$ cat src/rtl/ppu_pkg.sv
// Shared PPU definitions: palette geometry, screen size, PPUMASK bit positions.
// Also provides the CPU-side palette mirror helper.
package ppu_pkg;

    localparam int          PAL_ENTRIES  = 32;
    localparam logic [4:0]  PAL_BACKDROP = 5'd0;
    localparam logic [5:0]  PAL_PAGE     = 6'h3F;
    localparam int          SCREEN_W     = 256;
    localparam int          SCREEN_H     = 240;

    localparam logic [7:0]  X_LAST = 8'(SCREEN_W - 1);
    localparam logic [7:0]  Y_LAST = 8'(SCREEN_H - 1);

    localparam int MASK_GRAY     = 0;
    localparam int MASK_BG_EN    = 3;
    localparam int MASK_SPR_EN   = 4;
    localparam int MASK_EMPH_LSB = 5;

    localparam logic [5:0] GRAY_MASK = 6'h30;

    // Stage 1: resolved lookup address plus the mask bits sampled with the pixel.
    typedef struct packed {
        logic       vld;
        logic [4:0] addr;
        logic       gray;
        logic [2:0] emph;
    } s1_t;

    typedef struct packed {
        logic       vld;
        logic [5:0] color;
        logic [2:0] emph;
        logic [7:0] x;
        logic [7:0] y;
        logic       frame_start;
        logic       line_end;
    } pix_t;

    // Sprite backdrop slots $10/$14/$18/$1C alias the background ones.
    function automatic logic [4:0] pal_mirror(input logic [4:0] addr);
        logic [4:0] res;
        res = addr;
        if (addr[4] && (addr[1:0] == 2'b00)) begin
            res = {1'b0, addr[3:0]};
        end
        return res;
    endfunction

endpackage

$ cat src/rtl/nes_rgb_lut.sv
// Combinational {emphasis, colour} -> RGB888 ROM; only built with PPU_PAL_RGB_EN.
// Emphasis dims the non-emphasised channels to 3/4.
`ifdef PPU_PAL_RGB_EN
module nes_rgb_lut (
    input  logic [2:0]  emph_i,
    input  logic [5:0]  color_i,
    output logic [23:0] rgb_o
);

    logic [23:0] base;

    function automatic logic [7:0] dim(input logic [7:0] c, input logic en);
        return en ? (c - {2'b00, c[7:2]}) : c;
    endfunction

    always_comb begin
        base = 24'h000000;
        case (color_i)
            6'h00: base = 24'h666666; 6'h01: base = 24'h002A88; 6'h02: base = 24'h1412A7; 6'h03: base = 24'h3B00A4;
            6'h04: base = 24'h5C007E; 6'h05: base = 24'h6E0040; 6'h06: base = 24'h6C0600; 6'h07: base = 24'h561D00;
            6'h08: base = 24'h333500; 6'h09: base = 24'h0B4800; 6'h0A: base = 24'h005200; 6'h0B: base = 24'h004F08;
            6'h0C: base = 24'h00404D; 6'h0D: base = 24'h000000; 6'h0E: base = 24'h000000; 6'h0F: base = 24'h000000;
            6'h10: base = 24'hADADAD; 6'h11: base = 24'h155FD9; 6'h12: base = 24'h4240FF; 6'h13: base = 24'h7527FE;
            6'h14: base = 24'hA01ACC; 6'h15: base = 24'hB71E7B; 6'h16: base = 24'hB53120; 6'h17: base = 24'h994E00;
            6'h18: base = 24'h6B6D00; 6'h19: base = 24'h388700; 6'h1A: base = 24'h0C9300; 6'h1B: base = 24'h008F32;
            6'h1C: base = 24'h007C8D; 6'h1D: base = 24'h000000; 6'h1E: base = 24'h000000; 6'h1F: base = 24'h000000;
            6'h20: base = 24'hFFFEFF; 6'h21: base = 24'h64B0FF; 6'h22: base = 24'h9290FF; 6'h23: base = 24'hC676FF;
            6'h24: base = 24'hF36AFF; 6'h25: base = 24'hFE6ECC; 6'h26: base = 24'hFE8170; 6'h27: base = 24'hEA9E22;
            6'h28: base = 24'hBCBE00; 6'h29: base = 24'h88D800; 6'h2A: base = 24'h5CE430; 6'h2B: base = 24'h45E082;
            6'h2C: base = 24'h48CDDE; 6'h2D: base = 24'h4F4F4F; 6'h2E: base = 24'h000000; 6'h2F: base = 24'h000000;
            6'h30: base = 24'hFFFEFF; 6'h31: base = 24'hC0DFFF; 6'h32: base = 24'hD3D2FF; 6'h33: base = 24'hE8C8FF;
            6'h34: base = 24'hFBC2FF; 6'h35: base = 24'hFEC4EA; 6'h36: base = 24'hFECCC5; 6'h37: base = 24'hF7D8A5;
            6'h38: base = 24'hE4E594; 6'h39: base = 24'hCFEF96; 6'h3A: base = 24'hBDF4AB; 6'h3B: base = 24'hB3F3CC;
            6'h3C: base = 24'hB5EBF2; 6'h3D: base = 24'hB8B8B8; 6'h3E: base = 24'h000000; 6'h3F: base = 24'h000000;
            default: base = 24'h000000;
        endcase
    end

    // emph_i[0]=red, [1]=green, [2]=blue.
    always_comb begin
        rgb_o = {dim(base[23:16], (emph_i != 3'b000) && !emph_i[0]),
                 dim(base[15:8],  (emph_i != 3'b000) && !emph_i[1]),
                 dim(base[7:0],   (emph_i != 3'b000) && !emph_i[2])};
    end

endmodule
`endif

$ cat src/rtl/ppu_palette_out.sv
// PPU pixel output: palette RAM lookup, grayscale/emphasis, x/y tagging; latency 2 (3 with
// PPU_PAL_RGB_EN, which adds an RGB888 stage); 1 pixel/cycle, no backpressure.
module ppu_palette_out
    import ppu_pkg::*;
(
    input  logic        clk,
    input  logic        rst,
    input  logic        px_en,
    input  logic [4:0]  palette_idx,
    input  logic [7:0]  ppumask,
    input  logic        vblank,
    input  logic [13:0] vram_addr,
    input  logic [4:0]  cpu_addr,
    input  logic        cpu_wr,
    input  logic        cpu_rd,
    input  logic [5:0]  cpu_din,
    output logic [5:0]  cpu_dout,
    output logic        px_valid,
    output logic [5:0]  px_color,
    output logic [2:0]  px_emph,
    output logic [7:0]  px_x,
    output logic [7:0]  px_y,
    output logic        frame_start,
    output logic        line_end,
    output logic [23:0] px_rgb
);

    logic [5:0] pal_mem [PAL_ENTRIES];
    logic [4:0] cpu_idx;
    logic [4:0] lookup_addr;
    logic [5:0] cpu_dout_q;
    s1_t        s1_d, s1_q;
    pix_t       s2_d, s2_q, out_q;
    logic [7:0] x_cnt_d, x_cnt_q;
    logic [7:0] y_cnt_d, y_cnt_q;
    logic       unused_ok;

    assign unused_ok = ^{vram_addr[7:5], ppumask[2:1]};
    assign cpu_idx   = pal_mirror(cpu_addr);

    // No reset on the RAM; readers sample before the write lands (read-first).
    always_ff @(posedge clk) begin
        if (cpu_wr) begin
            pal_mem[cpu_idx] <= cpu_din;
        end
    end

    always_ff @(posedge clk) begin
        if (rst) begin
            cpu_dout_q <= '0;
        end else if (cpu_rd) begin
            cpu_dout_q <= pal_mem[cpu_idx];
        end
    end
    assign cpu_dout = cpu_dout_q;

    // With rendering off and v pointing into palette space, the backdrop shows that entry.
    always_comb begin
        lookup_addr = palette_idx;
        if (palette_idx[1:0] == 2'b00) begin
            lookup_addr = PAL_BACKDROP;
            if ((ppumask[MASK_SPR_EN:MASK_BG_EN] == 2'b00) && (vram_addr[13:8] == PAL_PAGE)) begin
                lookup_addr = pal_mirror(vram_addr[4:0]);
            end
        end
    end

    always_comb begin
        s1_d      = '0;
        s1_d.vld  = px_en;
        s1_d.addr = lookup_addr;
        s1_d.gray = ppumask[MASK_GRAY];
        s1_d.emph = ppumask[MASK_EMPH_LSB +: 3];
    end

    always_comb begin
        x_cnt_d = x_cnt_q;
        y_cnt_d = y_cnt_q;
        if (vblank) begin
            x_cnt_d = '0;
            y_cnt_d = '0;
        end else if (s1_q.vld) begin
            x_cnt_d = x_cnt_q + 8'd1;
            if ((x_cnt_q == X_LAST) && (y_cnt_q != Y_LAST)) begin
                y_cnt_d = y_cnt_q + 8'd1;
            end
        end
    end

    always_comb begin
        s2_d             = '0;
        s2_d.vld         = s1_q.vld;
        s2_d.color       = pal_mem[s1_q.addr] & (s1_q.gray ? GRAY_MASK : 6'h3F);
        s2_d.emph        = s1_q.emph;
        s2_d.x           = x_cnt_q;
        s2_d.y           = y_cnt_q;
        s2_d.frame_start = s1_q.vld && (x_cnt_q == 8'd0) && (y_cnt_q == 8'd0);
        s2_d.line_end    = s1_q.vld && (x_cnt_q == X_LAST);
    end

    always_ff @(posedge clk) begin
        if (rst) begin
            s1_q    <= '0;
            s2_q    <= '0;
            x_cnt_q <= '0;
            y_cnt_q <= '0;
        end else begin
            s1_q    <= s1_d;
            s2_q    <= s2_d;
            x_cnt_q <= x_cnt_d;
            y_cnt_q <= y_cnt_d;
        end
    end

`ifdef PPU_PAL_RGB_EN
    logic [23:0] rgb_lut;
    logic [23:0] rgb_q;
    pix_t        s3_q;

    nes_rgb_lut u_rgb_lut (
        .emph_i  (s2_q.emph),
        .color_i (s2_q.color),
        .rgb_o   (rgb_lut)
    );

    always_ff @(posedge clk) begin
        if (rst) begin
            s3_q  <= '0;
            rgb_q <= '0;
        end else begin
            s3_q  <= s2_q;
            rgb_q <= rgb_lut;
        end
    end

    assign out_q  = s3_q;
    assign px_rgb = rgb_q;
`else
    assign out_q  = s2_q;
    assign px_rgb = '0;
`endif

    assign px_valid    = out_q.vld;
    assign px_color    = out_q.color;
    assign px_emph     = out_q.emph;
    assign px_x        = out_q.x;
    assign px_y        = out_q.y;
    assign frame_start = out_q.frame_start;
    assign line_end    = out_q.line_end;

endmodule

$ cat config.mk
export PLATFORM = sky130hd
export DESIGN_NAME = ppu_palette_out
export DESIGN_NICKNAME = d
export VERILOG_FILES = /design/src/rtl/ppu_pkg.sv /design/src/rtl/nes_rgb_lut.sv /design/src/rtl/ppu_palette_out.sv
export SDC_FILE = /design/constraint.sdc
export NUM_CORES = 1
export LEC_CHECK = 0
export ABC_AREA = 1
export BUFFER_PORTS_ARGS = -buffer_cell sky130_fd_sc_hd__buf_2
export CAP_MARGIN = 5
export CORE_MARGIN = 5
export CORE_UTILIZATION = 40
export CTS_CLUSTER_SIZE = 14
export DETAILED_ROUTE_END_ITERATION = 10
export SYNTH_ARGS = -nofsm -noshare
export SYNTH_HDL_FRONTEND = slang
export SYNTH_SLANG_ARGS = --single-unit
$ cat constraint.sdc
create_clock -name clk -period 2.1 [get_ports clk]
set_input_delay 0.21 -clock clk [delete_from_list [all_inputs] [get_ports clk]]
set_output_delay 0.21 -clock clk [all_outputs]
set_load 0.02 [all_outputs]
==> qor.txt <==
outcome = finished, final reports clean
clock sink count = 252
Hold Crit Start = vblank
fmax = 0.548 GHz
setup ws final = 0.274 ns
Yosys warnings = 0
worst hold path class = primary input to register
Gate power share = 0.101
placer congestion estimate = 0.918
io pins = 102
Num CTS Buffers = 28
DPL Wire Length = 22.2 mm
max-slew violations = 0
Non-Filler Instances = 1900
CTS clk-pin slew, worst paths = 0.06 ns
final-report setup violation count = 0
Flop pwr share = 0.493
FF+latch area = 6970 sq um
Leak = 5.80 nW
GRT Util Overall = 0.198
most common cell in the netlist = nand2_1
Rows = 62
PortBufs = 72
grt ovf = 0
CTS tree = done
Synth async-reset ratio = 0
Area after DPL = 12800 sq um
Final Hold Viols = 0
Tot Pwr = 11.2 mW
Sw Share = 0.244
critical path class = register to register
Placed Cells = 1830
first-pass GRT wire length = 52.1 mm
startpoint types = register
clock skew = 0.0244 ns
Clock Latency Late Sink = 0.55 ns
drt via density = 5.15
number of global-route vias before repair = 9445
Die ar. = 33000 sq um
Slew @ Worst Pin = 0.749 ns
clock tree buffer depth = 3
setup TNS = 0 ns
Total Wirelength = 33.6 mm
layout cells sized above 1 = 0.122
EDFF count, synth = 192
sequential-to-total area share from yosys stat = 0.592
maximum fanout along the worst path = 46
synth cell count leaders = nand2_1 (489), nand3_1 (204), edfxtp_1 (192), nor2_1 (127), inv_1 (69)
post-layout util = 0.482
post-synth design cell area = 11800 sq um
vias = 9786
Final Instance Area = 13900 sq um
pre-CTS WS = 0.295 ns
Core ar. = 28900 sq um
Initial Utilization = 0.408
Cell Int Power = 8.49 mW
max-cap violation count = 0
CP endpoint kind = register
Final ANT Viol Nets = 0
min Tclk post-route = 1.83 ns
top cells by area, synth = edfxtp_1 (49%), nand2_1 (16%), dfxtp_1 (10%)
RSZ-0062 raised after global routing = false
data required time at the worst endpoint = 2.54 ns
Yosys top cell by area = edfxtp_1
Switching Power = 2.75 mW
Synth cell types = 29
die span in x = 182 um
TritonRoute pass-1 iters = 5
synthesis-to-layout area growth = 18.0%
largest net degree at the start of global routing = 99
FF+latch count, synth = 252
Iteration-0 DRC Markers = 1042
Filler cells = 2693
share of the synthesized area in the top cell type = 0.490
CP Data Arrival Time = 2.27 ns
area of the multi-input gates = 4230 sq um
Clk pwr share = 0.407
Synth Instances = 1355
chip height = 182 um
Max IR drop VDD = 0.644 mV
Synth Area per Inst = 8.69 sq um
drt wl/cell = 17.7 um
fin crit share = 0.869
DRC = 0
# resized after CTS = 0
final net count = 1542
CTS Root Cell = clkbuf_16
Top FF cell, synth = edfxtp_1
initial antenna violation count = 0
Rel. slew slack = 0.501
n_diodes = 0
htree depth = 1
pwr dens = 809 nW/um^2
worst hold slack = 0.0881 ns
kinds of logic (layout without fill, tap and decap cells):
logic type	after synthesis	after routing	synth area share
AOI/OAI and AO/OA	66	66	0.0298
other	1	48	0.000319
DFF	252	252	0.592
adders and majority gates	4	4	0.00425
buffers and inverters	164	278	0.0642
and+or+nand+nor	863	863	0.306
xor gates and xnor gates	5	5	0.00372
cells in the final DEF (no fill, tap or decap), drive strengths merged:
| cell type | count |
|---|---|
| and2 | 5 |
| edfxtp | 192 |
| nand2 | 489 |
| nand4 | 22 |
| buf | 132 |
| nand3 | 204 |
| nor2 | 129 |
| nor3 | 12 |
| nor4 | 1 |
| clkbuf | 42 |
| dfxtp | 60 |
| clkinv | 12 |
| o21ai | 27 |
| inv | 74 |
| or2 | 1 |
| o211ai | 5 |
| xor2 | 5 |
| ha | 4 |
| o2111ai | 1 |
| dlygate4sd3 | 18 |
| conb | 48 |
| a21oi | 33 |
path summary, 6_finish.rpt:
path                                    end  cells after the start  slack (ns)
worst max-delay path            px_color[0]                      9        0.27
worst min-delay path             x_cnt_q[0]                      5        0.09
worst max register to register  px_color[0]                      9        0.27
worst min register to register   px_emph[1]                      2        0.41
worst max-delay path, stage by stage (launching register included):
cell and delay, ns:
dfxtp_4 0.35, inv_2 0.29, buf_12 0.29, nand2_1 0.08, nand3_1 0.08, nand2_1 0.08, a21oi_1 0.13, and2_0 0.15
nor2_1 0.06, nor2_1 0.22
power groups by stage:
stage / Combinational [mW] / Clock [mW] / Sequential (mW)
floorplan: 0.652 / 0 / 5.65
global placement: 1.08 / 0 / 5.64
detailed placement: 1.09 / 0 / 5.64
CTS: 1.12 / 4.66 / 5.54
global route: 1.23 / 4.88 / 5.55
finish: 1.13 / 4.57 / 5.54
area by class of cell:
cell class,count,area share
multi-input combinational,986,0.304
clock inverter,10,0.00369
inverter,76,0.0205
timing repair buffer,150,0.0767
clock buffer,42,0.0587
sequential,252,0.502
tap,384,0.0346
registers in the layout (all words and copies together) (netlist names), 5 cells and up, named ones only:
register / count
px_color: 6
pal_mem: 192
s1_q: 5
cpu_dout: 6
y_cnt_q: 8
x_cnt_q: 8
px_y: 8
px_x: 8
metal layers:
metal	GRT usage	vias to the layer above	routed length, um
li1	-	4702	-
met1	0.266	4568	13900
met2	0.334	442	15900
met3	0.0244	74	2770
met4	0.0675	0	1060
met5	0	-	0
repair_timing:
action / CTS / global route
buffers inserted: 0 / 0
hold buffers: 18 / 0
hold endpoints to repair: 11 / 0
Note: power is estimated with default switching activity, not from simulation.
